$ cat src/rtl/mem_arb_pkg.sv
// Shared types and sizing helpers for the memory port arbiter.
package mem_arb_pkg;

    localparam int unsigned STARVE_LIMIT_DEF = 4;

    // Width of a counter that must hold the values 0..limit inclusive
    function automatic int unsigned starve_cnt_w(input int unsigned limit);
        return 32'($clog2(limit + 1));
    endfunction

    localparam int unsigned STARVE_CNT_W = starve_cnt_w(STARVE_LIMIT_DEF);

    typedef enum logic {
        ARB_IDLE = 1'b0,
        ARB_RESP = 1'b1
    } arb_state_t;

    typedef enum logic [1:0] {
        GNT_NONE = 2'd0,
        GNT_IF   = 2'd1,
        GNT_D    = 2'd2
    } gnt_t;

endpackage

$ cat src/rtl/mem_arb_pick.sv
// Combinational winner select between fetch and data requesters.
// ARB_ROUND_ROBIN_EN selects round-robin instead of fixed data priority
// with a fetch starvation counter.
module mem_arb_pick
    import mem_arb_pkg::*;
#(
    parameter int unsigned CNT_W        = STARVE_CNT_W,
    parameter int unsigned STARVE_LIMIT = STARVE_LIMIT_DEF
) (
    input  logic             if_valid,
    input  logic             d_valid,
    input  logic [CNT_W-1:0] starve_cnt,
    input  gnt_t             last_gnt,
    output gnt_t             gnt_c
);

`ifdef ARB_ROUND_ROBIN_EN
    localparam int unsigned UNUSED_LIMIT = STARVE_LIMIT;
    logic unused_starve;
    assign unused_starve = ^starve_cnt;

    // Contested: whoever was granted last loses; reset state favours data
    always_comb begin
        gnt_c = GNT_NONE;
        if (if_valid && d_valid) begin
            gnt_c = (last_gnt == GNT_D) ? GNT_IF : GNT_D;
        end else if (if_valid) begin
            gnt_c = GNT_IF;
        end else if (d_valid) begin
            gnt_c = GNT_D;
        end
    end
`else
    logic unused_last;
    assign unused_last = ^2'(last_gnt);

    // Contested: data wins unless fetch has lost STARVE_LIMIT times in a row
    always_comb begin
        gnt_c = GNT_NONE;
        if (if_valid && d_valid) begin
            gnt_c = (starve_cnt == CNT_W'(STARVE_LIMIT)) ? GNT_IF : GNT_D;
        end else if (if_valid) begin
            gnt_c = GNT_IF;
        end else if (d_valid) begin
            gnt_c = GNT_D;
        end
    end
`endif

endmodule

$ cat src/rtl/mem_port_arbiter.sv
// Shares one single-port synchronous memory between instruction fetch and
// load/store, one access in flight (IDLE accept, RESP return).
// Optional macro ARB_ROUND_ROBIN_EN switches arbitration to round-robin.
module mem_port_arbiter
    import mem_arb_pkg::*;
#(
    parameter int unsigned ADDR_W       = 32,
    parameter int unsigned DATA_W       = 32,
    parameter int unsigned DEPTH_WORDS  = 8192,
    parameter int unsigned STARVE_LIMIT = 4
) (
    input  logic              clk,
    input  logic              rst_n,
    input  logic              if_valid,
    input  logic [ADDR_W-1:0] if_addr,
    output logic              if_ready,
    output logic              if_rvalid,
    output logic [DATA_W-1:0] if_rdata,
    output logic              if_err,
    input  logic              d_valid,
    input  logic [ADDR_W-1:0] d_addr,
    input  logic              d_we,
    input  logic [DATA_W-1:0] d_wdata,
    output logic              d_ready,
    output logic              d_rvalid,
    output logic [DATA_W-1:0] d_rdata,
    output logic              d_err,
    output logic [ADDR_W-1:0] mem_addr,
    output logic              mem_re,
    output logic              mem_we,
    output logic [DATA_W-1:0] mem_wdata,
    input  logic [DATA_W-1:0] mem_rdata
);

    localparam int unsigned CNT_W = starve_cnt_w(STARVE_LIMIT);

    arb_state_t       state_q, state_d;
    gnt_t             gnt_q, gnt_d;
    gnt_t             last_gnt_q, last_gnt_d;
    logic             err_q, err_d;
    logic             we_q, we_d;
    logic [CNT_W-1:0] starve_q, starve_d;

    logic              if_req_c;
    logic              d_req_c;
    gnt_t              pick_c;
    logic [ADDR_W-1:0] req_addr_c;
    logic              in_range_c;
    logic              resp_c;

    // Requests are masked while reset is asserted so every output stays low
    assign if_req_c = if_valid & rst_n;
    assign d_req_c  = d_valid & rst_n;

    mem_arb_pick #(
        .CNT_W        (CNT_W),
        .STARVE_LIMIT (STARVE_LIMIT)
    ) u_pick (
        .if_valid   (if_req_c),
        .d_valid    (d_req_c),
        .starve_cnt (starve_q),
        .last_gnt   (last_gnt_q),
        .gnt_c      (pick_c)
    );

    // Winner address and unsigned full-width range check
    assign req_addr_c = (pick_c == GNT_IF) ? if_addr : d_addr;
    assign in_range_c = (req_addr_c < ADDR_W'(DEPTH_WORDS));

    // Next-state, grant handshakes and memory strobes
    always_comb begin
        state_d    = state_q;
        gnt_d      = gnt_q;
        last_gnt_d = last_gnt_q;
        err_d      = err_q;
        we_d       = we_q;
        starve_d   = starve_q;
        if_ready   = 1'b0;
        d_ready    = 1'b0;
        mem_addr   = '0;
        mem_re     = 1'b0;
        mem_we     = 1'b0;
        mem_wdata  = '0;

        case (state_q)
            ARB_IDLE: begin
                if (pick_c != GNT_NONE) begin
                    if_ready   = (pick_c == GNT_IF);
                    d_ready    = (pick_c == GNT_D);
                    gnt_d      = pick_c;
                    last_gnt_d = pick_c;
                    err_d      = ~in_range_c;
                    we_d       = (pick_c == GNT_D) && d_we;
                    state_d    = ARB_RESP;
                    if (in_range_c) begin
                        mem_addr = req_addr_c;
                        if ((pick_c == GNT_D) && d_we) begin
                            mem_we    = 1'b1;
                            mem_wdata = d_wdata;
                        end else begin
                            mem_re = 1'b1;
                        end
                    end
                end
                // Fetch starvation tracking: clear on fetch grant, count losses
                if (pick_c == GNT_IF) begin
                    starve_d = '0;
                end else if (if_req_c && (starve_q != CNT_W'(STARVE_LIMIT))) begin
                    starve_d = starve_q + CNT_W'(1);
                end
            end
            ARB_RESP: begin
                state_d = ARB_IDLE;
                gnt_d   = GNT_NONE;
                err_d   = 1'b0;
                we_d    = 1'b0;
            end
            default: begin
                state_d = ARB_IDLE;
                gnt_d   = GNT_NONE;
            end
        endcase
    end

    // Response return for the latched winner; data masked on store or error
    always_comb begin
        resp_c    = (state_q == ARB_RESP);
        if_rvalid = resp_c && (gnt_q == GNT_IF);
        d_rvalid  = resp_c && (gnt_q == GNT_D);
        if_err    = if_rvalid && err_q;
        d_err     = d_rvalid && err_q;
        if_rdata  = (if_rvalid && !err_q) ? mem_rdata : '0;
        d_rdata   = (d_rvalid && !err_q && !we_q) ? mem_rdata : '0;
    end

    // State and arbitration history registers
    always_ff @(posedge clk or negedge rst_n) begin
        if (!rst_n) begin
            state_q    <= ARB_IDLE;
            gnt_q      <= GNT_NONE;
            last_gnt_q <= GNT_NONE;
            err_q      <= 1'b0;
            we_q       <= 1'b0;
            starve_q   <= '0;
        end else begin
            state_q    <= state_d;
            gnt_q      <= gnt_d;
            last_gnt_q <= last_gnt_d;
            err_q      <= err_d;
            we_q       <= we_d;
            starve_q   <= starve_d;
        end
    end

endmodule

$ cat config.mk
export PLATFORM = sky130hd
export DESIGN_NAME = mem_port_arbiter
export DESIGN_NICKNAME = d
export VERILOG_FILES = /design/src/rtl/mem_arb_pkg.sv /design/src/rtl/mem_arb_pick.sv /design/src/rtl/mem_port_arbiter.sv
export SDC_FILE = /design/constraint.sdc
export NUM_CORES = 1
export LEC_CHECK = 0
export ABC_AREA = 1
export CELL_PAD_IN_SITES_DETAIL_PLACEMENT = 2
export CELL_PAD_IN_SITES_GLOBAL_PLACEMENT = 2
export CORE_MARGIN = 5
export CORE_UTILIZATION = 10
export DETAILED_ROUTE_END_ITERATION = 7
export HOLD_SLACK_MARGIN = 0.05
export PLACE_DENSITY_LB_ADDON = 0.1
export SYNTH_ARGS = -nofsm -noshare
export SYNTH_HDL_FRONTEND = slang
export SYNTH_SLANG_ARGS = --single-unit
$ cat constraint.sdc
create_clock -name clk -period 2 [get_ports clk]
set_clock_uncertainty 0.15 [all_clocks]
set_input_delay 0.2 -clock clk [delete_from_list [all_inputs] [get_ports clk]]
set_output_delay 0.2 -clock clk [all_outputs]
set_load 0.005 [all_outputs]
==> summary.txt <==
Maximum Capacitance Violations: 0
initial antenna violation count: 0
met1 Resource Use GR: 14.3%
row cnt: 49
leakage: 2.97 nW
Post-Route WL: 15.4 mm
worst hold slack: 0.160 ns
grt ovf: 0
CP Max Fanout: 7
synthesis-to-layout area growth: 209%
Reg-to-Reg End: err_q
Worst Path Required: 1.65 ns
GPL Wtd Cong: 0.710
Crit Path Class: register to primary output
final std cells w/o fill: 901
largest net degree at the start of global routing: 14
Final WS setup: -0.712 ns
PwrDens: 273 mW/mm^2
initial core utilization: 10.2%
RSZ-0062 raised after global routing: true
maximum VDD drop: 0.197 mV
Post-Syn Area per Cell: 5.26 sq um
H-tree levels: 1
total number of vias: 3350
die area: 0.0211 sq mm
met3 Use GR: 2.84%
Root Buffer: clkbuf_16
Max Slew Vio Count: 0
vias in the first global route: 3686
fin crit share: 136%
diodes inserted: 0
Post-Place Cells: 843
CP startpoint kind: register
clock sink count: 8
DR WL/cell: 17.0 um
critical path arrival: 2.36 ns
Placed Area: 0.00479 sq mm
drt initial violations: 25
synth warn: 0
#FFs+latches synth: 8
layout cells sized above 1: 48.4%
Register-to-Register Path Depth: 14
worst skew pair latency: 0.23 ns
M2 GR Usage: 27.0%
Reg clk slew, reported paths: 0.04 ns
beginning of the critical path: starve_q[1]
IO buf count: 249
DIE WIDTH: 145 um
Critical Path End Type: primary output
Cell Area, Synth: 0.00183 sq mm
via density per instance: 3.72
Vert. Die Dim: 145 um
fin crit period: 2.71 ns
CTS tree: built
number of buffers created by CTS: 3
final antenna-violating net count: 0
gr usage total: 13.3%
synth unique cells: 25
final-stage net count: 809
clk buf depth: 2
worst min-delay path category: primary input to async pin
Final HPWL DP: 11.7 mm
Final Instance Area: 0.00566 sq mm
Critical R2R Launch: starve_q[1]
status: complete, but fails checks
# setup viols final: 86
Seq/Total Area, Yosys: 10.9%
Residual DRC: 0
failing checks: setup timing
Core Footprint: 0.0180 sq mm
Initial DRT Pass Iterations: 4
max frequency: 369 MHz
cells after synthesis: 348
GRT busiest layer: met2
R2R setup slack: 0.02 ns
first-pass GRT wire length: 22.6 mm
io pins: 269
Final Hold Fails: 0
[final cells by class]
class | instances | area (sq um)
timing repair inverter | 1 | 6.26
inverter | 83 | 327
tap | 229 | 287
timing repair buffer | 332 | 3040
sequential | 8 | 200
multi-input combinational | 245 | 1730
fill | 2114 | 12300
clock buffer | 3 | 75.1
[power by group]
part           switching, mW  internal, mW  total, mW  leakage, nW
Sequential            0.0258         0.193      0.219        0.103
Clock                 0.0801         0.258      0.338       0.0370
Combinational          0.429         0.560      0.990         2.83
Total                  0.535          1.01       1.55         2.97
[metal layers]
metal | wire, um | part of all wire (%)
met5 | 0 | 0
met3 | 949 | 6.2
met4 | 130 | 0.85
met2 | 8620 | 56
met1 | 5660 | 37
[registers in the layout, indices dropped and copies added, names as in the netlist]
register and cells:
gnt_q 2, resp_c 1, err_q 1, starve_q 3
we_q 1
[synth_stat cells]
cell	number	area share [%]
nor2_1	111	23
inv_1	81	17
nand2_1	51	10
buf_4	19	7.8
mux2i_1	13	7.1
nor2_2	13	4.4
nand3_1	12	3.3
dfrtp_1	8	11
clkbuf_1	7	1.4
buf_6	6	3.7
o21ai_0	6	1.6
ha_1	2	1.4
nand2_4	2	1.2
nand3_4	2	1.9
nor2_4	2	1.2
nor3_1	2	0.55
nor4_1	2	0.68
o22ai_1	2	0.68
a21oi_1	1	0.27
conb_1	1	0.20
inv_2	1	0.20
inv_4	1	0.34
nand2_2	1	0.34
nand4_1	1	0.34
xor2_1	1	0.48
[cell usage in the layout (no fill, tap or decap), drive strengths merged]
master and instances:
xor2 1, dlygate4sd2 5, dlymetal6s2s 1, clkbuf 17, inv 84, ha 2, clkdlybuf4s15 2, nor2 126
nand3 14, nor4 2, clkdlybuf4s50 132, a21oi 1, nor3 2, o21ai 6, nand4 1, nand2 56
mux2i 13, o22ai 2, conb 19, buf 178, dfrtp 8
[how the worst max path moves through the flow]
stage,end,cells after the start
final,mem_addr[5],16
after floorplan,mem_wdata[12],14
after global placement,mem_wdata[21],13
after detailed placement,mem_wdata[26],13
after global routing,mem_addr[2],17
after CTS,mem_wdata[31],18
[per-stage QoR]
stage / total power [mW] / setup TNS [ns] / setup slack [ns] / util (%)
floorplan: 0.495 / -4.02 / -0.115 / -
global placement: 0.930 / -49.52 / -0.962 / 26.7
detailed placement: 0.956 / -51.80 / -1.01 / 26.7
CTS: 1.46 / -38.69 / -0.991 / 29.3
global route: 1.65 / -43.84 / -0.867 / 31.5
finish: 1.55 / -33.19 / -0.712 / 31.5
[what timing repair did]
item / 4_1_cts / 5_1_grt
pin swaps: 8 / 29
gates cloned: 8 / 2
buffers inserted: 31 / 24
hold buffers: 0 / 0
gates resized for setup: 315 / 339
endpoints found under the setup margin: 118 / 114
[worst max-delay path, stage by stage, from the launching register on]
cell and delay, ns:
dfrtp_1 0.37, inv_2 0.07, ha_4 0.16, nand2_4 0.08
nand2_8 0.09, buf_6 0.15, nand3_1 0.06, nand2_1 0.05
nor2_1 0.12, nand3_2 0.11, nor2_4 0.16, buf_6 0.13
nand3_4 0.07, buf_4 0.15, buf_12 0.14, nor2_2 0.06
buf_2 0.12
[cells by family (layout without fill, tap and decap cells)]
family / after synthesis / after routing / synth area share (%)
mux: 13 / 13 / 7.11
buf+inv: 115 / 419 / 30.1
compound gates: 9 / 9 / 2.60
other cells: 1 / 19 / 0.205
simple gates: 199 / 201 / 47.2
flops: 8 / 8 / 10.9
fa+ha+maj: 2 / 2 / 1.37
xor+xnor: 1 / 1 / 0.479
Note: power is estimated with default switching activity, not from simulation.
